<file path="config.mk">
export PLATFORM = sky130hd
export DESIGN_NAME = barrel_shifter_pipe
export DESIGN_NICKNAME = d
export VERILOG_FILES = /design/src/rtl/barrel_shifter_pipe.sv
export SDC_FILE = /design/constraint.sdc
export NUM_CORES = 1
export LEC_CHECK = 0
export CAP_MARGIN = 40
export CORE_ASPECT_RATIO = 0.9
export CORE_UTILIZATION = 35
export DETAILED_ROUTE_END_ITERATION = 16
export PLACE_DENSITY = 0.56
export SETUP_SLACK_MARGIN = 0.05
export SKIP_CTS_REPAIR_TIMING = 1
export SLEW_MARGIN = 20
export SYNTH_ARGS = -nofsm -noshare
export SYNTH_HDL_FRONTEND = slang
export SYNTH_SLANG_ARGS = --single-unit
export TNS_END_PERCENT = 10
</file>
<file path="constraint.sdc">
create_clock -name CLK -period 2 [get_ports CLK]
set_input_delay 0.4 -clock CLK [delete_from_list [all_inputs] [get_ports CLK]]
set_output_delay 0.4 -clock CLK [all_outputs]
set_load 0.01 [all_outputs]
</file>
<file path="src/rtl/barrel_shifter_pipe.sv">
// Two-stage valid/ready pipelined barrel shifter: rotate right/left, logical and
// arithmetic shift right, for any power-of-two WIDTH.
module barrel_shifter_pipe #(
    parameter int unsigned WIDTH = 8,
    parameter int unsigned SW    = $clog2(WIDTH)
) (
    input  logic             CLK,
    input  logic             RST_N,
    input  logic [WIDTH-1:0] IN,
    input  logic [SW-1:0]    SHIFT,
    input  logic [1:0]       MODE,
    input  logic             IN_VALID,
    output logic             IN_READY,
    output logic [WIDTH-1:0] OUT,
    output logic             OUT_VALID,
    input  logic             OUT_READY
);

    typedef enum logic [1:0] {
        MODE_ROR = 2'b00,
        MODE_ROL = 2'b01,
        MODE_SRL = 2'b10,
        MODE_SRA = 2'b11
    } mode_e;

    typedef struct packed {
        mode_e           mode;
        logic [SW-1:0]   shift;
        logic [WIDTH-1:0] data;
    } s1_t;

    logic             s1_valid_q, s1_valid_d;
    s1_t              s1_q, s1_d;
    logic             s2_valid_q, s2_valid_d;
    logic [WIDTH-1:0] s2_q, s2_d;
    logic             s1_en_c, s2_en_c;
    logic [WIDTH-1:0] shifted_c;

    // Log-depth shifter: level j conditionally shifts by 2^j, no registers between levels
    always_comb begin
        shifted_c = s1_q.data;
        for (int unsigned j = 0; j < SW; j++) begin
            if (s1_q.shift[j]) begin
                case (s1_q.mode)
                    MODE_ROR: shifted_c = (shifted_c >> (1 << j)) | (shifted_c << (WIDTH - (1 << j)));
                    MODE_ROL: shifted_c = (shifted_c << (1 << j)) | (shifted_c >> (WIDTH - (1 << j)));
                    MODE_SRL: shifted_c = shifted_c >> (1 << j);
                    MODE_SRA: shifted_c = WIDTH'($signed(shifted_c) >>> (1 << j));
                endcase
            end
        end
    end

    // Advance enables and next-state for both stages
    always_comb begin
        s2_en_c    = !s2_valid_q || OUT_READY;
        s1_en_c    = !s1_valid_q || s2_en_c;
        s1_valid_d = s1_valid_q;
        s1_d       = s1_q;
        s2_valid_d = s2_valid_q;
        s2_d       = s2_q;

        if (s1_en_c) begin
            s1_valid_d = IN_VALID;
            if (IN_VALID) begin
                s1_d = '{mode: mode_e'(MODE), shift: SHIFT, data: IN};
            end
        end

        if (s2_en_c) begin
            s2_valid_d = s1_valid_q;
            if (s1_valid_q) begin
                s2_d = shifted_c;
            end
        end
    end

    always_ff @(posedge CLK or negedge RST_N) begin
        if (!RST_N) begin
            s1_valid_q <= 1'b0;
            s1_q       <= '0;
            s2_valid_q <= 1'b0;
            s2_q       <= '0;
        end else begin
            s1_valid_q <= s1_valid_d;
            s1_q       <= s1_d;
            s2_valid_q <= s2_valid_d;
            s2_q       <= s2_d;
        end
    end

    assign IN_READY  = s1_en_c;
    assign OUT       = s2_q;
    assign OUT_VALID = s2_valid_q;

endmodule

</file>
==> flow_summary.yaml <==
sta:
  worstMarginPinSlew_ns: 0.334
  slew_headroom: 0.777
  max_freq_mhz: 521
  finalSetupViolations: 0
  clock_skew_ns: 0.00229
  finalCritPeriodShare: 0.960
  worst_hold_slack_ns: 0.493
  period_minus_slack_ns: 1.92
  tns_ns: 0
  rsz0062_at_grt: "no"
  hold_viol: 0
  slew_violations: 0
  worst_slack_ns: 0.0805
routing:
  drc: 0
  avgViaCountPerCell: 5.39
  wirelength_mm: 3.86
  routedWlPerCell_um: 15.3
  drt_pass1_iterations: 4
  first_iter_violations: 150
  antenna_left: 0
  via_count: 1364
worst_hold_path:
  hp-class: "primary input to async pin"
logic_synthesis:
  synth_area_leaders: "dfrtp_1, mux2_2, buf_6"
  synth.most_common_cell: "dfrtp_1"
  avgSynthCellArea_um2: 10.1
  ys.warnings.count: 0
  yosysUniqueCellTypes: 41
  syn_inst: 162
  synth_edf_count: 0
  async_flop_share: 1.00
  netlist_area_um2: 1630
  synth_top_area_share: 0.353
  synthTopCellsByCount: "dfrtp_1, nand2_1, mux2_2"
  synth-seq-cells: 23
  yosys.area.top_type: "dfrtp_1"
  yosysSeqAreaShare: 0.353
  synth_fp_nets: 179
  yosys_most_used_dff: "dfrtp_1"
floorplanning:
  die_h_um: 66.7
  ioPinCount: 27
  fp-row-count: 23
  die_area_um2: 4930
  coreArea_um2: 4460
  die_w_um: 73.9
  start_util: 0.365
global_routing:
  grt_pass1_vias: 1383
  overflow: 0
  grt_max_degree: 39
  grt_first_pass_wirelength_mm: 6.91
  grt_use_total: 0.186
  antenna_found_initial: 0
critical_path:
  crit_fanout: 2
  cp.required_ns: 1.60
  cp.arrival_ns: 1.52
  cp-startpoint: "OUT_READY"
  rr_startpoint: "s1_q[11]$_DFFE_PN0P_"
  max_stage_delay_ns: 0.54
  worstSetupPathType: "primary input to primary output"
  crit_slowest_cell: "clkdlybuf4s50_1"
  cp-start-kind: "primary input"
  crit_path_end_kind: "primary output"
  cpMostUsedCell: "clkdlybuf4s50_1"
  crit_path_cell_trace: "clkdlybuf4s50_1 -> nand3b_1 -> clkdlybuf4s50_1"
placed_design:
  hpwl_mm: 2.97
  placed_area_um2: 1970
  port_buffers: 26
  pre_cts_ws_ns: 0.0769
  gp_congestion: 0.864
clock_tree:
  cts_tree: "yes"
  clock_sinks: 23
  htreeDepth: 1
  clk_latency_ns: 0.26
  clk_pin_slew_ns: 0.08
  cts-root-buf: "clkbuf_8"
  clock_path_buffers: 2
  numCtsBuffers: 3
cells_and_area:
  finalNetCount: 209
  num-fill-cells: 425
  syn2layout_area_growth_pct: 23.7
  postLayoutCellArea_um2: 2010
  layout-drive-gt1-share: 0.220
  multi_input_comb_area_um2: 926
  antenna_cells: 0
  regArea_um2: 576
power:
  irDropWorstVdd_mv: 0.376
  total_power_w: 0.00173
  p_leak_nw: 0.812
  power_density_nw_per_um2: 860
run:
  maxCapViolations: 0
outcome:
  status: "completed"
==> stage by stage <==
stage | instances | util
final | 253 | 0.452
after CTS | 253 | 0.452
after detailed placement | 249 | 0.442
after global routing | 253 | 0.452
after floorplan | 162 | -
after global placement | 249 | 0.442
==> report_power, final <==
group	switching (W)	internal, W
registers	0.000119	0.000563
logic	0.000355	0.000413
clock network	0.000140	0.000142
total	0.000614	0.00112
==> worst max-delay path: cells and delay by family <==
kind	cells	cell delay, ns
buffers and inverters	2	1.00
and+or+nand+nor	1	0.12
==> state kept, by name, indices dropped and copies added (netlist names) <==
signal	cells
s1_valid_q	1
OUT	8
s1_q	13
OUT_VALID	1
==> metal layers <==
metal / share of wire / wire [µm] / up-vias / global-route usage
met1: 0.48 / 1840 / 665 / 0.262
met2: 0.47 / 1820 / 36 / 0.300
met3: 0.046 / 178 / 2 / 0.0197
met4: 0.0065 / 25 / 0 / 0.0553
met5: 0 / 0 / - / 0
li1: - / - / 661 / -
==> cells by family after synthesis <==
group,share of synthesized area
AND/OR/NAND/NOR,0.197
buffers and inverters,0.0783
AO/OA/AOI/OAI,0.230
multiplexers,0.141
flip-flops,0.353
==> cell usage in the layout (no fill, tap or decap), drive strengths merged, types with 4 or more instances in the layout <==
cell / count
buf: 12
clkbuf: 4
nor3: 7
dfrtp: 23
nand2: 15
a211oi: 6
mux2i: 6
nand3b: 4
o21bai: 4
clkdlybuf4s50: 26
o21ai: 6
nor2: 10
inv: 4
a311oi: 6
nand2b: 8
mux2: 13
a21oi: 8
==> final timing paths <==
check | endpoint | slack (ns) | depth (start not counted)
max | IN_READY | 0.08 | 3
min | OUT[5]$_DFFE_PN0P_ | 0.49 | 2
max reg2reg | OUT[3]$_DFFE_PN0P_ | 0.30 | 6
min reg2reg | OUT_VALID$_DFFE_PN0P_ | 0.52 | 1
max in group asynchronous | s1_q[4]$_DFFE_PN0P_ | 1.27 | 2
min in group CLK | OUT_VALID$_DFFE_PN0P_ | 0.52 | 1
==> layout make-up <==
class,count,share of cell area
Inverter,4,0.00745
Sequential cell,23,0.286
Timing Repair Buffer,38,0.186
Clock buffer,4,0.0224
Multi-Input combinational cell,122,0.460
Tap cell,62,0.0385
(Power assumes the default switching activity.)
